===== src/rtl/multi_edge_monitor.sv =====
//==============================================================================
// Module      : multi_edge_monitor
// Description : Multi-channel asynchronous edge monitor. Each raw input is
//               synchronised, glitch filtered, and edge classified against a
//               per-channel mode. Qualifying edges produce a one-cycle pulse,
//               set a sticky flag and (optionally) bump a saturating counter.
// Revision    : 1.0 - initial release
//------------------------------------------------------------------------------
// Ports
//   iClk      in   1           rising-edge clock
//   iRst_n    in   1           asynchronous active-low reset (release is
//                              synchronised internally)
//   iClear    in   1           synchronous re-seed of filters, clear of state
//   iClrMask  in   NUM_CH      per-channel sticky/counter clear
//   iMode     in   2*NUM_CH    edge select per channel: 00 off, 01 rise,
//                              10 fall, 11 both
//   iSig      in   NUM_CH      asynchronous raw inputs
//   oFilt     out  NUM_CH      filtered level
//   oPulse    out  NUM_CH      one-cycle pulse per qualifying edge
//   oPrev     out  NUM_CH      filtered level before last accepted change
//   oSticky   out  NUM_CH      latched qualifying-edge flag
//   oIrq      out  1           registered OR of oSticky
//   oEvtCnt   out  NUM_CH*CNT_W  saturating event counts, ch n at [n*CNT_W +: CNT_W]
//
// Configuration macro
//   MULTI_EDGE_MONITOR_EVT_CNT_EN : when defined, the per-channel event
//   counters are built; otherwise oEvtCnt is tied to zero.
//==============================================================================
`timescale 1ns/1ps
`default_nettype none

module multi_edge_monitor #(
    parameter int                NUM_CH      = 8,
    parameter int                SYNC_STAGES = 2,
    parameter int                FILT_CYC    = 4,
    parameter logic [NUM_CH-1:0] INIT_LVL    = '0,
    parameter int                CNT_W       = 8
) (
    input  logic                    iClk,
    input  logic                    iRst_n,
    input  logic                    iClear,
    input  logic [NUM_CH-1:0]       iClrMask,
    input  logic [2*NUM_CH-1:0]     iMode,
    input  logic [NUM_CH-1:0]       iSig,
    output logic [NUM_CH-1:0]       oFilt,
    output logic [NUM_CH-1:0]       oPulse,
    output logic [NUM_CH-1:0]       oPrev,
    output logic [NUM_CH-1:0]       oSticky,
    output logic                    oIrq,
    output logic [NUM_CH*CNT_W-1:0] oEvtCnt
);

    localparam logic [7:0] c_FILT_CYC = 8'(FILT_CYC);

    // Reset: asserts asynchronously, releases on a clock edge so every
    // channel leaves reset together.
    logic [1:0] r_rst_pipe;
    logic       w_rst_n;

    always_ff @(posedge iClk or negedge iRst_n) begin
        if (!iRst_n) begin
            r_rst_pipe <= 2'b00;
        end else begin
            r_rst_pipe <= {r_rst_pipe[0], 1'b1};
        end
    end

    assign w_rst_n = r_rst_pipe[1];

    logic [SYNC_STAGES-1:0][NUM_CH-1:0] r_sync;
    logic [NUM_CH-1:0]                  w_sync;
    logic [NUM_CH-1:0][7:0]             r_fcnt;
    logic [NUM_CH-1:0][7:0]             w_fcnt_nxt;
    logic [NUM_CH-1:0]                  r_filt;
    logic [NUM_CH-1:0]                  r_pulse;
    logic [NUM_CH-1:0]                  r_prev;
    logic [NUM_CH-1:0]                  r_sticky;
    logic                               r_irq;
    logic [NUM_CH-1:0]                  w_accept;
    logic [NUM_CH-1:0]                  w_qual;

    assign w_sync = r_sync[SYNC_STAGES-1];

    // Filter: count while the synchronised level disagrees with oFilt; the
    // change is accepted on the cycle the count already equals FILT_CYC,
    // which gives FILT_CYC=0 a plain one-cycle delay.
    always_comb begin
        for (int n = 0; n < NUM_CH; n++) begin
            w_accept[n]   = 1'b0;
            w_fcnt_nxt[n] = 8'd0;
            if (w_sync[n] != r_filt[n]) begin
                if (r_fcnt[n] == c_FILT_CYC) begin
                    w_accept[n] = 1'b1;
                end else begin
                    w_fcnt_nxt[n] = r_fcnt[n] + 8'd1;
                end
            end
            // Mode bit 0 enables rising edges, bit 1 falling edges.
            w_qual[n] = w_accept[n] & (w_sync[n] ? iMode[2*n] : iMode[2*n+1]);
        end
    end

    always_ff @(posedge iClk or negedge w_rst_n) begin
        if (!w_rst_n) begin
            r_sync   <= {SYNC_STAGES{INIT_LVL}};
            r_filt   <= INIT_LVL;
            r_fcnt   <= '0;
            r_pulse  <= '0;
            r_prev   <= '0;
            r_sticky <= '0;
            r_irq    <= 1'b0;
        end else begin
            r_sync <= {r_sync[SYNC_STAGES-2:0], iSig};
            r_irq  <= |r_sticky;
            if (iClear) begin
                r_filt   <= w_sync;
                r_fcnt   <= '0;
                r_pulse  <= '0;
                r_prev   <= '0;
                r_sticky <= '0;
            end else begin
                r_fcnt   <= w_fcnt_nxt;
                r_filt   <= (r_filt & ~w_accept) | (w_sync & w_accept);
                r_pulse  <= w_qual;
                r_prev   <= (r_prev & ~w_accept) | (r_filt & w_accept);
                // A same-cycle edge wins over the per-channel clear.
                r_sticky <= (r_sticky & ~iClrMask) | w_qual;
            end
        end
    end

`ifdef MULTI_EDGE_MONITOR_EVT_CNT_EN
    logic [NUM_CH-1:0][CNT_W-1:0] r_evt;

    always_ff @(posedge iClk or negedge w_rst_n) begin
        if (!w_rst_n) begin
            r_evt <= '0;
        end else if (iClear) begin
            r_evt <= '0;
        end else begin
            for (int n = 0; n < NUM_CH; n++) begin
                if (iClrMask[n]) begin
                    r_evt[n] <= CNT_W'(w_qual[n]);
                end else if (w_qual[n] && (r_evt[n] != {CNT_W{1'b1}})) begin
                    r_evt[n] <= r_evt[n] + CNT_W'(1);
                end
            end
        end
    end

    assign oEvtCnt = r_evt;
`else
    assign oEvtCnt = '0;
`endif

    assign oFilt   = r_filt;
    assign oPulse  = r_pulse;
    assign oPrev   = r_prev;
    assign oSticky = r_sticky;
    assign oIrq    = r_irq;

endmodule

`default_nettype wire

===== config.mk =====
export PLATFORM = sky130hd
export DESIGN_NAME = multi_edge_monitor
export DESIGN_NICKNAME = d
export VERILOG_FILES = /design/src/rtl/multi_edge_monitor.sv
export SDC_FILE = /design/constraint.sdc
export NUM_CORES = 1
export LEC_CHECK = 0
export CELL_PAD_IN_SITES_DETAIL_PLACEMENT = 1
export CELL_PAD_IN_SITES_GLOBAL_PLACEMENT = 2
export CORE_ASPECT_RATIO = 1.4
export CORE_UTILIZATION = 32
export CTS_BUF_LIST = sky130_fd_sc_hd__clkbuf_2
export CTS_CLUSTER_DIAMETER = 80
export DETAILED_ROUTE_END_ITERATION = 10
export PLACE_DENSITY_LB_ADDON = 0.1
export SLEW_MARGIN = 20
export SYNTH_ARGS = -nofsm -noshare
export SYNTH_HDL_FRONTEND = slang
export SYNTH_SLANG_ARGS = --single-unit
export TNS_END_PERCENT = 10

===== constraint.sdc =====
create_clock -name iClk -period 4.9 [get_ports iClk]
set_input_delay 1.47 -clock iClk [delete_from_list [all_inputs] [get_ports iClk]]
set_output_delay 1.47 -clock iClk [all_outputs]
set_load 0.01 [all_outputs]

==> results of run 1 <==
-- cells in the mapped netlist (2+ instances only) --
cell and instances:
nor3_1 6, and4b_1 2, clkbuf_1 6, or3_1 21, nor4b_1 3, inv_1 37, nor2b_1 7, a211o_1 5
nand2_1 26, conb_1 2, nand3_1 42, nor2_1 39, or3b_2 3, nor4_1 5, mux2_2 7, ha_1 16
o31a_1 2, xnor2_1 10, nor3b_1 4, a21oi_1 39, and3b_1 13, o21ai_0 33, o31ai_1 9, nand3b_1 3
xor2_1 18, and3_1 3, a21boi_0 4, nand2b_1 2, nand4_1 5, a31oi_1 6, or4_1 6, dfrtp_1 115
o211ai_1 2, a211oi_1 2, buf_4 64, o211ai_2 5, or4b_1 2
-- flip-flops by register name (all words and copies together), names as in the netlist, named ones only --
register and flops:
oPrev 8, r_sync 8, oIrq 1, oPulse 8
w_sync 8, r_rst_pipe 2, oSticky 8, r_fcnt 64
-- logic make-up after synthesis --
logic type      Yosys count  synth area share, %
other cells               2               0.1278
simple gates            195                18.69
flops                   115                48.97
mux                       8                1.533
compound gates          110                11.77
xor+xnor                 28                4.173
fa+ha+maj                16                3.406
buf+inv                 111                11.33
-- metrics by stage --
step	setup WS (ns)	utilization, %	hold slack (ns)
floorplan	1.459	-	0.3312
global placement	1.678	36.56	0.3318
detailed placement	1.652	36.56	0.3372
CTS	1.562	38.14	0.3762
global route	1.506	38.15	0.3889
finish	1.682	38.15	0.3735
-- area by class of cell --
type | count | area [um2]
Antenna cell | 1 | 2.502
Clock buffer | 19 | 95.09
Clock inverter | 13 | 188.9
Fill cell | 2134 | 11130
Inverter | 38 | 142.6
Multi-Input combinational cell | 422 | 2570
Sequential cell | 115 | 2882
Tap cell | 240 | 300.3
Timing Repair Buffer | 69 | 685.7
-- per-layer routing --
layer / global-route usage (%) / vias up / part of all wire [%]
met5: 0 / - / 0
met4: 5.869 / 0 / 1.1
met3: 3.722 / 10 / 4.5
met2: 27.41 / 101 / 52
met1: 18.06 / 2153 / 42
li1: - / 2075 / -
-- where the power goes --
part	switching [mW]	internal, mW	leakage, nW
sequential	0.0462	0.977	1.54
combinational	0.112	0.0842	1.25
clock	0.373	0.383	0.179
total	0.532	1.44	2.97
-- worst max-delay path by stage --
stage,endpoint,cells after the start,slack [ns]
6_report,oFilt[1],1,1.68
3_3_place_gp,flip-flop,5,1.68
4_1_cts,oFilt[1],1,1.56
3_5_place_dp,flip-flop,5,1.65
2_1_floorplan,asynchronous set/reset pin,0,1.46
5_1_grt,oFilt[1],1,1.51
==> impl_metrics.ini, run 1 <==
[run_status]
status = finished clean

[setup_path]
cp-end-kind = output pin
critical_path_arrival_ns = 1.75
rrSetupSlack_ns = 3.06
cpMaxStageDelayCell = clkdlybuf4s50_1
critPathKind = reg -> out
worst_setup_path_start_kind = flip-flop
ff2ff_path_depth = 5
required_ns = 3.43
cpPeakStageDelay_ns = 0.58
crit_family = buffers and inverters
crit_chain = clkdlybuf4s50_1
r2r_start = r_fcnt[0]
path_buf_inv = 1
critPathMaxFanout = 7

[place]
dp_hpwl_um = 9725
gp_congestion = 0.7238
port_buffers = 67
place_area_um2 = 6580
dp_cells = 884

[layout]
nets = 714
final_cells = 917
drive_gt1_share_pct = 8.136
mostFrequentLayoutCells = 114 x dfrtp_1, 67 x clkdlybuf4s50_1, 65 x conb_1
area_growth_syn_to_layout_pct = 16.84
final_common_cell = dfrtp_1
fin_area_um2 = 6867

[worst_hold_path]
min_path_cells = 0
hp-start = r_sync[1]
min_delay_worst_endpoint = w_sync[1]
hold_path.class = reg -> reg

[synthesis]
yosysTopAreaCellShare_pct = 48.97
yosysUniqueCellTypes = 48
synth_area_leaders = dfrtp_1 49%, buf_4 8.2%, nand3_1 3.6%
syn_inst = 585
synth_edf_count = 0
synthesis.area_um2 = 5877
yosysTopAreaCell = dfrtp_1
ys_warn_count = 0
avgSynthCellArea_um2 = 10.05
synth-seq-cells = 115
postSynth.asyncResetShare_pct = 100.0
yosysSeqAreaShare_pct = 48.97
yosys_most_used_dff = dfrtp_1

[drt]
wl_per_cell_um = 14.92
firstDrtPassIters = 4
drc_errors = 0
drt_wl_total_um = 13680
vias = 4339
ant_nets = 0
drt_iter0_markers = 265
detail_route.vias_per_cell = 4.732

[timing]
setup_violations = 0
finalSetupTns_ns = 0
fin_skew_ns = 0.02609
period_minus_slack_ns = 3.218
slew_headroom_pct = 46.19
slew_violations = 0
hold_viol = 0
rsz0062_at_grt = no
worstMarginPinSlew_ns = 0.8072
finalCritPeriodShare_pct = 65.67
fmax_mhz = 310.8

[floorplan]
rows = 58
dieArea_um2 = 18920
die_h_um = 162.4
start_util_pct = 32.65
core_area_um2 = 18000
io_pins = 132
die_w_um = 116.5

[global_routing]
grt_usage_pct = 15.58
grt-ovfl-total = 0
grt_pass1_wl_um = 22600
grt_max_degree = 60
grt_pass1_vias = 4583
antenna_found_initial = 1

[clocking]
root_buffer = clkbuf_2
cts.sinks = 115
clk_latency_ns = 0.68
post_cts_buffers = 0
cts_max_level = 4
ctsResizeCount = 0
cts_buffer_depth = 2
clk_pin_slew_ns = 0.19
cts.hold.buffers_added = 0
numCtsBuffers = 17
tritoncts = done

[pwr]
vdd_drop_max_uv = 154.0
total_power_mw = 1.976
leakage_nw = 2.969
power.density_nw_per_um2 = 287.7

[run]
drv_cap = 0
(Power assumes the default switching activity.)
==> run 2, diff against run 1 <==
==> constraint.sdc (replaced) <==
create_clock -name iClk -period 3.1 [get_ports iClk]
set_input_delay 0.93 -clock iClk [delete_from_list [all_inputs] [get_ports iClk]]
set_output_delay 0.93 -clock iClk [all_outputs]
set_load 0.01 [all_outputs]
==> run 2 against run 1 <==
Register-to-register slack got worse by 1.7 ns. Sequential power increased by 58%. Utilization decreased by 0.43 points. Final area decreased by 1.1%. Setup slack got worse by 1.2 ns. Global-route usage decreased by 0.083 points. Die area unchanged. Power increased by 40%. Routed wire length decreased by 2.2%. Flip-flop and latch count unchanged. Critical path type unchanged.
==> impl_metrics.ini, run 2 (synthesis gave the netlist of run 1 again) <==
[drt]
drt_wl_total_um = 13380
top_layer = met4
wl_per_cell_um = 14.56
drc_errors = 0
firstDrtPassIters = 4
met2_length_um = 7083
ant_nets = 0
drt-met1-wl_um = 5498
wl_met3_um = 605
detail_route.vias_per_cell = 4.718
drt_iter0_markers = 118
vias = 4336

[worst_hold_path]
hold_path.class = reg -> reg

[clocking]
cts_max_level = 4
post_cts_buffers = 0
clk_pin_slew_ns = 0.17
root_buffer = clkbuf_2
cts_buffer_depth = 2
clk_latency_ns = 0.66
tritoncts = done
numCtsBuffers = 17
ctsResizeCount = 0
cts.hold.buffers_added = 0
cts.sinks = 115

[timing]
fin_skew_ns = 0.02193
fmax_mhz = 376.5
rsz0062_at_grt = no
hold_viol = 0
worstMarginPinSlew_ns = 0.7457
period_minus_slack_ns = 2.656
slew_violations = 0
finalCritPeriodShare_pct = 85.68
slew_headroom_pct = 50.29
finalWorstSetupSlack_ns = 0.4439
holdWs_ns = 0.3777
setup_violations = 0
finalSetupTns_ns = 0

[global_routing]
grt_pass1_vias = 4718
antenna_found_initial = 1
grt_max_degree = 55
grt_pass1_wl_um = 22540
grt_usage_pct = 15.50
grt-ovfl-total = 0

[floorplan]
rows = 58
start_util_pct = 32.65
dieArea_um2 = 18920
die_h_um = 162.4
die_w_um = 116.5
core_area_um2 = 18000
io_pins = 132

[setup_path]
cp-end-kind = output pin
critical_path_arrival_ns = 1.73
critPathMaxFanout = 7
worst_setup_path_start_kind = flip-flop
path_buf_inv = 1
crit_family = buffers and inverters
crit_chain = clkdlybuf4s50_1
required_ns = 2.17
cpPeakStageDelay_ns = 0.58
critPathKind = reg -> out
cpMaxStageDelayCell = clkdlybuf4s50_1

[run_status]
status = finished clean

[pwr]
total_power_mw = 2.760
switching_share_pct = 28.56
vdd_drop_max_uv = 206.2
internal_power_mw = 1.972
leakage_nw = 2.934
p_clk_share_pct = 30.2
power.density_nw_per_um2 = 406.6
switchingPower_uw = 788.4
p_seq_share_pct = 58.5
p_comb_share_pct = 11.4

[run]
drv_cap = 0

[place]
gp_congestion = 0.7041
port_buffers = 67
dp_hpwl_um = 9868
dp_slack_ns = 0.6924

[layout]
largest_reg_flops = 64
nets = 716
area_growth_syn_to_layout_pct = 15.52
drive_gt1_share_pct = 7.817
mostFrequentLayoutCells = 114 x dfrtp_1, 67 x clkdlybuf4s50_1, 65 x conb_1
final_common_cell = dfrtp_1
largest_register = r_fcnt
nFillCells = 2123
## run 2: per-layer routing
metal	global-route usage (%)	up-vias
met5	0	-
met3	4.019	14
met4	5.639	0
met2	27.89	97
met1	17.29	2144
li1	-	2081
## run 2: worst paths after layout
check	startpoint	endpoint	slack [ns]	cells past startpoint
setup / recovery	flip-flop	oFilt[1]	0.44	1
hold / removal	r_rst_pipe[0]	r_rst_pipe[1]	0.38	0
setup reg to reg	r_fcnt[24]	oPrev[3]	1.33	5
hold reg to reg	r_rst_pipe[0]	r_rst_pipe[1]	0.38	0
max in group asynchronous	r_rst_pipe[1]	oSticky[3]	1.97	1
min in group asynchronous	r_rst_pipe[1]	r_sync[7]	0.40	0
## run 2: area by class of cell
cell class              count  area [um2]  area share [%]
well taps                 240       300.3           4.423
multi-input cells         422        2570           37.85
clock buffers              23       115.1           1.696
diodes                      1       2.502         0.03686
inverters                  38       142.6           2.101
flip-flops and latches    115        2882           42.44
clock inverters             9       63.81          0.9399
repair buffers             71       713.2           10.50
## run 2: per-stage QoR
stage / util [%] / area (um2) / std cells
4_1_cts: 37.71 / 6787 / 918
2_1_floorplan: - / 6115 / 648
3_3_place_gp: 36.71 / 6608 / 886
5_1_grt: 37.72 / 6789 / 919
6_report: 37.72 / 6789 / 919
3_5_place_dp: 36.71 / 6608 / 886
## run 2: power by group through the flow
stage	clock network, mW	registers (mW)	logic [mW]
after global placement	0	1.64	0.315
after global routing	0.950	1.63	0.356
after detailed placement	0	1.65	0.318
final	0.833	1.61	0.313
after floorplan	0	1.64	0.240
after CTS	0.893	1.62	0.320
